===== config.mk =====
export PLATFORM = sky130hd
export DESIGN_NAME = chef_status
export DESIGN_NICKNAME = d
export VERILOG_FILES = /design/src/rtl/chef_status_pkg.sv /design/src/rtl/chef_status_frame_timer.sv /design/src/rtl/chef_status.sv
export SDC_FILE = /design/constraint.sdc
export NUM_CORES = 1
export LEC_CHECK = 0
export BUFFER_PORTS_ARGS = -buffer_cell sky130_fd_sc_hd__buf_2
export CAP_MARGIN = 5
export CELL_PAD_IN_SITES_DETAIL_PLACEMENT = 1
export CELL_PAD_IN_SITES_GLOBAL_PLACEMENT = 1
export CORE_UTILIZATION = 41
export DETAILED_ROUTE_END_ITERATION = 12
export PLACE_DENSITY = 0.82
export RECOVER_POWER = 100
export SYNTH_ARGS = -nofsm -noshare
export SYNTH_HDL_FRONTEND = slang
export SYNTH_SLANG_ARGS = --single-unit
export TNS_END_PERCENT = 10

===== constraint.sdc =====
create_clock -name frame_clk -period 2.8 [get_ports frame_clk]
set_clock_uncertainty 0.2 [all_clocks]
set_input_delay 0.7 -clock frame_clk [delete_from_list [all_inputs] [get_ports frame_clk]]
set_output_delay 0.7 -clock frame_clk [all_outputs]
set_load 0.01 [all_outputs]

===== src/rtl/chef_status_pkg.sv =====
// Shared types and widths for the chef status block: FSM state, timer/lives/pepper widths
// and the pepper inventory update rule.
package chef_status_pkg;

    localparam int TIMER_W  = 10;
    localparam int LIVES_W  = 3;
    localparam int PEPPER_W = 4;

    typedef enum logic [1:0] {
        ALIVE     = 2'd0,
        DYING     = 2'd1,
        RESPAWN   = 2'd2,
        GAME_OVER = 2'd3
    } chef_state_t;

    // A bonus and an accepted throw in the same frame cancel out.
    function automatic logic [PEPPER_W-1:0] pepper_next(
        input logic [PEPPER_W-1:0] cur,
        input logic                add,
        input logic                take,
        input logic [PEPPER_W-1:0] max_val
    );
        if (add && !take)
            return (cur >= max_val) ? max_val : cur + PEPPER_W'(1);
        else if (take && !add)
            return cur - PEPPER_W'(1);
        else
            return cur;
    endfunction

endpackage


===== src/rtl/chef_status_frame_timer.sv =====
// Frame-tick down-counter: load sets the count, clear zeroes it, otherwise it
// decrements while nonzero and rests at zero.
module frame_timer
    import chef_status_pkg::*;
(
    input  logic               frame_clk,
    input  logic               Reset_n,
    input  logic               load,
    input  logic [TIMER_W-1:0] load_val,
    input  logic               clear,
    output logic [TIMER_W-1:0] count,
    output logic               nonzero
);

    always_ff @(posedge frame_clk) begin
        if (!Reset_n)
            count <= '0;
        else if (clear)
            count <= '0;
        else if (load)
            count <= load_val;
        else if (count != '0)
            count <= count - TIMER_W'(1);
    end

    assign nonzero = |count;

endmodule


===== src/rtl/chef_status.sv =====
// Chef pepper inventory, stun, lives and death/respawn sequencing.
// Define PEPPER_REFILL_EN to top the pepper inventory back up to PEPPER_INIT on respawn.
//
// state     | meaning
// ALIVE     | chef playable; throws accepted, enemy touch kills unless invulnerable or stunning
// DYING     | death animation, chef frozen, touches ignored
// RESPAWN   | single frame, chef motion reloads spawn position
// GAME_OVER | no lives left; everything ignored until reset
module chef_status
    import chef_status_pkg::*;
#(
    parameter int PEPPER_INIT   = 5,
    parameter int PEPPER_MAX    = 9,
    parameter int STUN_FRAMES   = 120,
    parameter int LIVES_INIT    = 3,
    parameter int DEATH_FRAMES  = 90,
    parameter int INVULN_FRAMES = 60
) (
    input  logic                frame_clk,
    input  logic                Reset_n,
    input  logic                pepper_key,
    input  logic                enemy_hurt,
    input  logic                bonus_pepper,
    output logic                pepper_stun,
    output logic                chef_freeze,
    output logic                chef_respawn,
    output logic                chef_invuln,
    output logic [LIVES_W-1:0]  lives,
    output logic [PEPPER_W-1:0] pepper_count,
    output logic                game_over
);

    chef_state_t         state;
    logic                key_prev;
    logic                key_rise;
    logic                die;
    logic                throw_ok;
    logic                bonus_ok;
    logic [PEPPER_W-1:0] pep_new;

    logic [TIMER_W-1:0]  stun_count;
    logic [TIMER_W-1:0]  death_count;
    logic [TIMER_W-1:0]  invuln_count;
    logic                death_on;
    logic                unused_bits;

    assign key_rise = pepper_key & ~key_prev;
    assign die      = (state == ALIVE) & enemy_hurt & ~chef_invuln & ~pepper_stun;
    assign throw_ok = (state == ALIVE) & key_rise & ~die & (pepper_count != '0) & ~pepper_stun;
    assign bonus_ok = bonus_pepper & (state != GAME_OVER);

    always_comb begin
        pep_new = pepper_next(pepper_count, bonus_ok, throw_ok, PEPPER_W'(PEPPER_MAX));
`ifdef PEPPER_REFILL_EN
        if (state == RESPAWN && pep_new < PEPPER_W'(PEPPER_INIT))
            pep_new = PEPPER_W'(PEPPER_INIT);
`endif
    end

    frame_timer u_stun_timer (
        .frame_clk (frame_clk),
        .Reset_n   (Reset_n),
        .load      (throw_ok),
        .load_val  (TIMER_W'(STUN_FRAMES)),
        .clear     (die),
        .count     (stun_count),
        .nonzero   (pepper_stun)
    );

    frame_timer u_death_timer (
        .frame_clk (frame_clk),
        .Reset_n   (Reset_n),
        .load      (die),
        .load_val  (TIMER_W'(DEATH_FRAMES)),
        .clear     (1'b0),
        .count     (death_count),
        .nonzero   (death_on)
    );

    frame_timer u_invuln_timer (
        .frame_clk (frame_clk),
        .Reset_n   (Reset_n),
        .load      (state == RESPAWN),
        .load_val  (TIMER_W'(INVULN_FRAMES)),
        .clear     (1'b0),
        .count     (invuln_count),
        .nonzero   (chef_invuln)
    );

    assign unused_bits = ^{stun_count, invuln_count, death_on};

    always_ff @(posedge frame_clk) begin
        if (!Reset_n) begin
            state        <= ALIVE;
            lives        <= LIVES_W'(LIVES_INIT);
            pepper_count <= PEPPER_W'(PEPPER_INIT);
            key_prev     <= 1'b1;
            chef_freeze  <= 1'b0;
            chef_respawn <= 1'b0;
            game_over    <= 1'b0;
        end else begin
            key_prev <= pepper_key;
            if (state != GAME_OVER)
                pepper_count <= pep_new;
            case (state)
                ALIVE: begin
                    if (die) begin
                        state       <= DYING;
                        chef_freeze <= 1'b1;
                        if (lives != '0)
                            lives <= lives - LIVES_W'(1);
                    end
                end
                DYING: begin
                    if (death_count == TIMER_W'(1)) begin
                        if (lives == '0) begin
                            state     <= GAME_OVER;
                            game_over <= 1'b1;
                        end else begin
                            state        <= RESPAWN;
                            chef_respawn <= 1'b1;
                        end
                    end
                end
                RESPAWN: begin
                    state        <= ALIVE;
                    chef_respawn <= 1'b0;
                    chef_freeze  <= 1'b0;
                end
                default: state <= GAME_OVER;
            endcase
        end
    end

endmodule


== Word level (Yosys, flattened, before mapping) ==
Index checks and enable logic that the tools add are counted.

* $add $sub $neg: 6
* Order comparisons: 1
* Equality and inequality tests: 7
* Multiplexer cells: 18
* Bitwise logic cells: 14
* Reduce and logical (&&, ||, !) cells: 28

{| class="wikitable"
|+ Operators with widths
! kind !! count
|-
| 10-bit nonzero test || 3
|-
| 10-bit by 1-bit subtractor with 10-bit output, second input constant || 3
|-
| 7-bit 2-to-1 mux || 4
|-
| 10-bit OR reduction || 2
|-
| 4-bit 2-to-1 mux || 3
|-
| 6-bit 2-to-1 mux || 2
|-
| 2-bit nonzero test || 6
|-
| 10-bit by 1-bit == test with 1-bit output, second input constant || 1
|-
| 1-bit AND || 9
|-
| 3-bit AND reduction || 3
|-
| 2-bit inequality test, second input constant || 4
|-
| 2-bit case mux with 3 select lines || 1
|-
| 2-bit AND reduction || 3
|-
| 1-bit inverter || 5
|-
| 4-bit by 1-bit adder with 4-bit output, second input constant || 1
|-
| 4-bit greater-or-equal comparator, second input constant || 1
|-
| 1-bit 2-to-1 mux || 4
|-
| 2-bit 2-to-1 mux || 2
|-
| 1-bit case mux with 2 select lines || 2
|-
| 4-bit nonzero test || 1
|-
| 2-bit OR reduction || 2
|-
| 4-bit by 1-bit subtractor with 4-bit output, second input constant || 1
|-
| 3-bit zero test || 1
|-
| 3-bit nonzero test || 1
|-
| other kinds (7) || 9
|}

* Register bits after elaboration: 43
* Logic and storage cells: 87

== Depth between registers and ports, before layout ==
Gate-level depths: netlist (run 1).

* Word-level depth: 12
* Mapped depth: 10
* Gate-level depth less buffers: 10

== Modules after synthesis ==
Synthesis (run 1) repeated with hierarchy kept, for this count alone.

* Cell total of the unflattened synthesis: 306
* Area total of the unflattened synthesis: 2600.0 sq um

{| class="wikitable"
|+ By module, submodules not included
! module !! instances !! cells an instance !! area an instance (sq um) !! sequential area each (sq um)
|-
| frame_timer || 3 || 68 || 579.3 || 200.2
|-
| chef_status || 1 || 102 || 862.1 || 260.2
|}

== Worst setup path before layout (run 1) ==
No wires, ideal clock.

* Path type: register to register
* From: register u_stun_timer.count[0]
* To: register pepper_count[2]
* Data arrival time: 2.418 ns
* Required time: 2.467 ns
* Setup slack: 0.049 ns
* Stages on the path, launching flop included: 11
* Buffers on the path: 0
* Path through: dfxtp_1 inv_1 ha_1 or3b_4 nor4_2 nand3_1 ha_1 a21oi_1 o2111ai_1 a31oi_1 a31oi_1

* Word-level cells in the longest chain between the ends: 11

{| class="wikitable"
|+ RTL lines
! what !! RTL line !! RTL
|-
| start: declaration || chef_status_frame_timer.sv:11 || <nowiki>output logic [TIMER_W-1:0] count,</nowiki>
|-
| start signal: assignment || chef_status_frame_timer.sv:21 || <nowiki>count <= load_val;</nowiki>
|-
| start signal: assignment || chef_status_frame_timer.sv:23 || <nowiki>count <= count - TIMER_W'(1);</nowiki>
|-
| 10-bit OR reduction * || chef_status_frame_timer.sv:26 || <nowiki>assign nonzero = |count;</nowiki>
|-
| 1-bit inverter * || chef_status.sv:48, chef_status.sv:49 ||
|-
| 1-bit AND || chef_status.sv:48 || <nowiki>assign die = (state == ALIVE) & enemy_hurt & ~chef_invuln & ~pepper_stun;</nowiki>
|-
| 1-bit inverter || chef_status.sv:49 || <nowiki>assign throw_ok = (state == ALIVE) & key_rise & ~die & (pepper_count != '0) & ~pepper_stun;</nowiki>
|-
| 1-bit AND (2 in a row) || chef_status.sv:49 ||
|-
| 1-bit AND * || chef_status.sv:49 ||
|-
| 1-bit zero test || chef_status_pkg.sv:23 || <nowiki>if (add && !take)</nowiki>
|-
| 1-bit logical AND || chef_status_pkg.sv:23 ||
|-
| 2-bit nonzero test (no line) || - ||
|-
| 2-bit AND reduction (no line) || - ||
|-
| end signal: assignment || chef_status.sv:96 || <nowiki>pepper_count <= PEPPER_W'(PEPPER_INIT);</nowiki>
|-
| end signal: assignment || chef_status.sv:104 || <nowiki>pepper_count <= pep_new;</nowiki>
|-
| end: declaration || chef_status.sv:29 || <nowiki>output logic [PEPPER_W-1:0] pepper_count,</nowiki>
|}

Mark *: on every way between the ends. The rest lies on a longest branch, timed or not.
A chain may end at the register's enable or synchronous reset.

== Worst setup path after layout (run 1) ==
* From: register u_invuln_timer.count[0]
* To: output port chef_invuln

* Word-level cells in the longest chain between the ends: 1

{| class="wikitable"
|+ RTL lines
! what !! RTL line !! RTL
|-
| start: declaration || chef_status_frame_timer.sv:11 ||
|-
| start signal: assignment || chef_status_frame_timer.sv:21 ||
|-
| start signal: assignment || chef_status_frame_timer.sv:23 ||
|-
| 10-bit OR reduction || chef_status_frame_timer.sv:26 ||
|-
| end: declaration || chef_status.sv:27 || <nowiki>output logic chef_invuln,</nowiki>
|}

Every way passes these cells.

==> key figures, run 1 <==
Timing
  – Endpoints failing setup: 0
  – RSZ-0062 raised after global routing: true
  – Worst slew pin tran: 0.709 ns
  – Final WS setup: 0.0638 ns
  – Final hold vios: 0
  – Final Cycle Share: 0.977
  – Slew margin rel.: 0.523
  – Setup TNS: 0 ns
  – Min Clock Period, post-route: about 2.7 ns
  – Fmax: 365 MHz
  – Min Hold Slack: 0.274 ns
  – Final slew viol count: 0

Floorplan
  – Initial core utilization: 0.429
  – Die W: 78.3 um
  – Row count: 27
  – Core footprint: 5570 um2
  – DIE AREA: 6130 um2
  – Io pins: 17
  – Die height: between 70 and 80 um

GRT
  – Met3 usage: 0.0465
  – Total Routing Usage GR: 0.205
  – Initial antenna violation count: 0
  – GRT met2 Usage: 0.356
  – Largest net degree at the start of global routing: 20
  – Gr busiest metal: met2
  – Gr ovfl total: 0
  – First-pass GRT wire length: 9960 um
  – GR met1 Demand/Resource: 0.254
  – Vias in the first global route: 2086

Cells and area
  – N_diodes: 0
  – Most common cell after layout, fill and taps aside: dfxtp_1
  – Most frequent cells in the layout: dfxtp_1 (41), nor2_1 (25), nor3_1 (17)
  – Fin area: roughly 2800 um2
  – Final Net Count: 320
  – Post-Layout Cell Count: 375
  – Synth-to-layout area growth: 15.3%
  – Layout cells sized above 1: 0.178

Clocking
  – Sink Count: 43
  – CTS hold repair buffers: 0
  – H-tree levels: 2
  – Root Driver: clkbuf_8
  – CTS tree: built
  – CTS Buffer Depth: 2
  – Clk_lat worst skew: roughly 0.30 ns
  – Cts bufs inserted: 5
  – Worst-path clk slew: 0.08 ns

Place
  – Placed cells: around 360
  – Gpl congestion: approximately 0.8
  – IO buf count: 16
  – Placed cell area: 2610 um2
  – Hpwl dp: 4200 um
  – Pre-CTS setup slack: 0.0241 ns

Job
  – Max-Cap Viols: 0

Yosys
  – Synth warnings: 0
  – Mapped cell area: between 2000 and 2500 um2
  – Cells after synthesis: ~270
  – Ys flop type: dfxtp_1
  – EDFF count, synth: 0
  – Mapped Nets: 289
  – Unique masters post-synth: 52
  – Register bit total from synthesis: 43
  – Sequential cell area fraction in the yosys report: 0.360
  – Mean Syn Cell Area: 8.81 um2
  – Async S/R FF share, synth: 0

Pwr
  – Peak supply drop: 0.000510 V
  – Pwr/cell area: between 1000 and 1500 nW/um2
  – Lkg Pwr: 1.13 nW

Routing
  – DR iter-0 viols: 64
  – # DRC: 0
  – Vias per cell: 5.60
  – DRT Wirelength: 5810 um
  – DRT Pass-1 Iters: 4
  – Routed WL per cell: 15.5 um
  – ANT nets after route: 0
  – DR vias: 2101

Setup path
  – Crit Path Max Fanout: 3
  – CP Launch Type: flop
  – Critical Path AT: 1.84 ns
  – Critical path endpoint category: output pin
  – Critical path type: flop to output pin
  – Worst EP required: 1.90 ns
  – R2r worst-path depth: 12
  – FF-to-FF setup slack: 0.12 ns

Min path
  – Worst hold path stage count: 1
  – Hold WC Path Type: flop to flop

Run status
  – Status: completed
-- layer usage --
metal  share of wire  vias up
li1                -     1061
met1            0.47     1003
met2            0.49       28
met3           0.023        9
met4           0.012        0
met5               0        -
-- Yosys cell counts, types with 5 or more instances --
master	number	area, um2
dfxtp_1	43	861
clkbuf_1	5	18.8
o21a_1	7	52.6
a21oi_1	14	70.1
nand3_1	9	45.0
o31a_1	5	43.8
a31oi_1	6	37.5
mux2i_1	6	60.1
nor2_1	25	93.8
a211oi_1	6	45.0
nand2b_1	7	43.8
xor2_1	5	43.8
xnor2_1	6	52.6
nand2_1	8	30.0
ha_1	13	163
or3_1	5	31.3
nor3_1	17	85.1
inv_1	17	63.8
o21ai_0	11	55.1
-- final timing paths --
check                                      end                                 start
hold / removal        chef_freeze$_SDFFE_PN0P_              chef_freeze$_SDFFE_PN0P_
setup / recovery                   chef_invuln  u_invuln_timer.count[0]$_SDFFE_PP0P_
hold reg to reg       chef_freeze$_SDFFE_PN0P_              chef_freeze$_SDFFE_PN0P_
setup reg to reg  pepper_count[2]$_SDFFE_PN1P_  u_invuln_timer.count[0]$_SDFFE_PP0P_
-- critical path, cell delays in order (launching register included) --
cell     delay, ns
dfxtp_2       0.34
inv_2         0.08
ha_2          0.18
or4b_4        0.50
nor3_4        0.25
inv_2         0.06
buf_2         0.14
-- cell type report --
class                           instances  area, um2
Clock buffer                            8        100
Fill cell                             681       2820
Inverter                               18       67.6
Multi-Input combinational cell        205       1470
Sequential cell                        43        863
Tap cell                               72       90.1
Timing Repair Buffer                   29        164
-- logic make-up after synthesis --
kind of cell | Yosys count | share of synthesized area
xor gates and xnor gates | 11 | 0.0403
buffers and inverters | 23 | 0.0361
muxes | 6 | 0.0251
AOI/OAI and AO/OA | 67 | 0.197
and+or+nand+nor | 108 | 0.273
adders and majority gates | 13 | 0.0681
DFF | 43 | 0.360
-- through the flow --
stage / power (mW) / util
after floorplan: 2.25 / -
final: 3.23 / 0.494
after global routing: 3.50 / 0.494
after CTS: 3.19 / 0.489
after detailed placement: 2.68 / 0.468
after global placement: 2.61 / 0.468
-- report_power, final --
group	internal (mW)	leakage, nW	switching, mW
Sequential	0.797	0.354	0.206
Combinational	0.832	0.725	0.947
Clock	0.226	0.0515	0.219
-- flip-flops by register name, summed over array words and instances (netlist names) --
register	count
u_death_timer.count	10
u_invuln_timer.count	10
u_stun_timer.count	10
pepper_count	4
lives	3
state	2
chef_freeze	1
chef_respawn	1
game_over	1
key_prev	1
-- timing repair --
action,CTS,global route
endpoints found under the setup margin,2,5
pin swaps,1,3
resized for setup,3,8
buffers inserted,0,4
(Power assumes the default switching activity.)
==> inputs of run 2 (changes only) <==
--- a/config.mk
+++ b/config.mk
@@ -10,7 +10,7 @@
 export CELL_PAD_IN_SITES_DETAIL_PLACEMENT = 1
 export CELL_PAD_IN_SITES_GLOBAL_PLACEMENT = 1
-export CORE_UTILIZATION = 41
+export CORE_UTILIZATION = 46
 export DETAILED_ROUTE_END_ITERATION = 12
-export PLACE_DENSITY = 0.82
+export PLACE_DENSITY = 0.86
 export RECOVER_POWER = 100
 export SYNTH_ARGS = -nofsm -noshare
==> constraint.sdc (replaced) <==
create_clock -name frame_clk -period 2.77 [get_ports frame_clk]
set_clock_uncertainty 0.2 [all_clocks]
set_input_delay 0.277 -clock frame_clk [delete_from_list [all_inputs] [get_ports frame_clk]]
set_output_delay 0.277 -clock frame_clk [all_outputs]
set_load 0.01 [all_outputs]
==> run 2 against run 1 <==
  * Setup slack improved by 0.055 ns
  * Cell count decreased by 2.1%
  * Critical path depth increased by 5
  * Total power increased by 2.1%
  * Largest cell class unchanged
  * Combinational power about the same
  * Clock power increased by 17%
  * Wire length increased by 7.8%
  * First-iteration DRC count decreased by 11%
  * Via count increased by 3.3%
  * Count of clock-buffer cells in the layout decreased by 2
  * Core utilization increased by 6.5 points
  * Critical endpoint is now pepper_count[2]$_SDFFE_PN1P_
  * Sequential share of layout area increased by 0.41 points
==> key figures, run 2 (synthesis results as in run 1) <==
Cells and area
  – Fin area: 2710 um2
  – Most common cell after layout, fill and taps aside: dfxtp_1
  – Layout cells sized above 1: 0.140
  – Synth-to-layout area growth: 13.5%
  – Final core occ: 0.559
  – N_diodes: 0
  – Most frequent cells in the layout: dfxtp_1 (43), nor2_1 (26), inv_1 (17)
  – Regs by FF count: u_death_timer.count (10), u_invuln_timer.count (10), u_stun_timer.count (10)
  – Final Net Count: 317

Routing
  – DRT Wirelength: between 6000 and 7000 um
  – DRT Pass-1 Iters: 4
  – # DRC: 0
  – DR iter-0 viols: 57
  – DR vias: 2171
  – Routed WL per cell: approximately 17 um
  – ANT nets after route: 0
  – Vias per cell: 5.92

Floorplan
  – Core footprint: 4850 um2
  – DIE AREA: 5480 um2
  – Io pins: 17
  – Die W: roughly 74 um
  – Row count: 25
  – Initial core utilization: 0.493
  – Die height: between 70 and 80 um

Job
  – Max-Cap Viols: 0

Timing
  – Min Clock Period, post-route: around 2.7 ns
  – Final Cycle Share: 0.957
  – Final hold vios: 0
  – Min Hold Slack: 0.160 ns
  – Fmax: around 380 MHz
  – Endpoints failing setup: 0
  – Final slew viol count: 0
  – Slew margin rel.: 0.393
  – Final WS setup: 0.119 ns
  – Worst slew pin tran: 0.903 ns

GRT
  – Gr ovfl total: 0
  – Total Routing Usage GR: 0.242
  – Vias in the first global route: 2158
  – First-pass GRT wire length: 10200 um
  – Largest net degree at the start of global routing: 21
  – Initial antenna violation count: 0

Setup path
  – Worst EP required: 2.75 ns
  – Reg-to-Reg Start: u_stun_timer.count[0]$_SDFFE_PP0P_
  – R2r worst-path depth: 11
  – R2R Path End: pepper_count[2]$_SDFFE_PN1P_
  – Crit Path Max Fanout: 8
  – Critical path type: flop to flop
  – FF-to-FF setup slack: 0.12 ns
  – CP Launch Type: flop
  – Critical Path AT: 2.63 ns
  – Critical path endpoint category: flop

Pwr
  – Lkg Pwr: between 1 and 1.5 nW
  – Pwr/cell area: between 1000 and 1500 nW/um2
  – Power, Total: 3.29 mW
  – Peak supply drop: 0.000585 V

Clocking
  – Worst-path clk slew: 0.09 ns
  – CTS Buffer Depth: 2
  – Clk_lat worst skew: ~0.3 ns
  – Sink Count: 43
  – Root Driver: clkbuf_8
  – CTS tree: built
  – Cts bufs inserted: 5
  – H-tree levels: 2

Place
  – Placed cell area: 2590 um2
  – Pre-CTS setup slack: 0.0121 ns
  – IO buf count: 16
  – Hpwl dp: 4200 um
  – Gpl congestion: 0.875

Min path
  – Hold WC Path Type: input pin to flop
  – Hold Crit Start: Reset_n
  – Worst hold path stage count: 2
  – Hold path endpoint: pepper_count[0]$_SDFFE_PN1P_

Run status
  – Status: completed
[run 2: cell count changes in the layout (fill, tap and decap cells not counted), moves of 2 or more]
cell / before / now
buf_4: 12 / 7
buf_2: 8 / 5
clkbuf_1: 10 / 13
inv_2: 3 / 0
dfxtp_1: 41 / 43
dfxtp_2: 2 / 0
inv_1: 15 / 17
nor3_2: 0 / 2
[run 2: what timing repair did]
item,4_1_cts,5_1_grt
setup buffers,0,1
hold buffers,1,0
endpoints found under the setup margin,2,4
endpoints found under the hold margin,1,0
pin swaps,0,2
resized for setup,1,5
[run 2: power by group]
part	internal (mW)	switching [mW]	total [mW]
logic	0.790	0.966	1.76
registers	0.803	0.213	1.02
clock network	0.292	0.230	0.522
[run 2: critical path: stages, from the launching register on]
cell and delay [ns]:
dfxtp_1 0.32, inv_1 0.08, ha_2 0.21, or3b_4 0.42, nor4_4 0.28, nand3_2 0.15, ha_4 0.25, a21oi_1 0.12
buf_4 0.17, o2111ai_1 0.11, a31oi_1 0.17, a31oi_1 0.05
[run 2: metal layers]
layer  part of all wire  wire [um]  global-route usage  vias up
li1                   -          -                   -     1047
met4              0.016        102              0.0641        0
met1               0.46       2870               0.290     1062
met5                  0          0                   0        -
met2               0.50       3130               0.443       51
met3              0.028        173              0.0434       11
[run 2: through the flow]
step	TNS (ns)	std cells
after floorplan	0	271
after global placement	0	357
after detailed placement	0	357
after CTS	0	366
after global routing	-0.00759	367
final	0	367
[run 2: cell type report]
| class | instances | area, um2 |
|---|---|---|
| clock buffers | 6 | 82.6 |
| clock inverters | 2 | 35.0 |
| fillers | 585 | 2140 |
| inverters | 18 | 67.6 |
| multi-input cells | 205 | 1450 |
| flip-flops and latches | 43 | 861 |
| well taps | 67 | 83.8 |
| repair buffers | 26 | 136 |
[run 2: how the worst max path moves through the flow]
stage	start	endpoint	slack, ns	cells after the start
after floorplan	u_stun_timer.count[0]$_SDFFE_PP0P_	pepper_count[2]$_SDFFE_PN1P_	0.02	10
after global placement	u_stun_timer.count[0]$_SDFFE_PP0P_	pepper_count[3]$_SDFFE_PN0P_	0.13	10
after detailed placement	u_stun_timer.count[0]$_SDFFE_PP0P_	pepper_count[3]$_SDFFE_PN0P_	0.01	10
after CTS	u_stun_timer.count[1]$_SDFFE_PP0P_	pepper_count[3]$_SDFFE_PN0P_	0.01	10
after global routing	u_stun_timer.count[0]$_SDFFE_PP0P_	pepper_count[2]$_SDFFE_PN1P_	-0.005	11
final	u_stun_timer.count[0]$_SDFFE_PP0P_	pepper_count[2]$_SDFFE_PN1P_	0.12	11
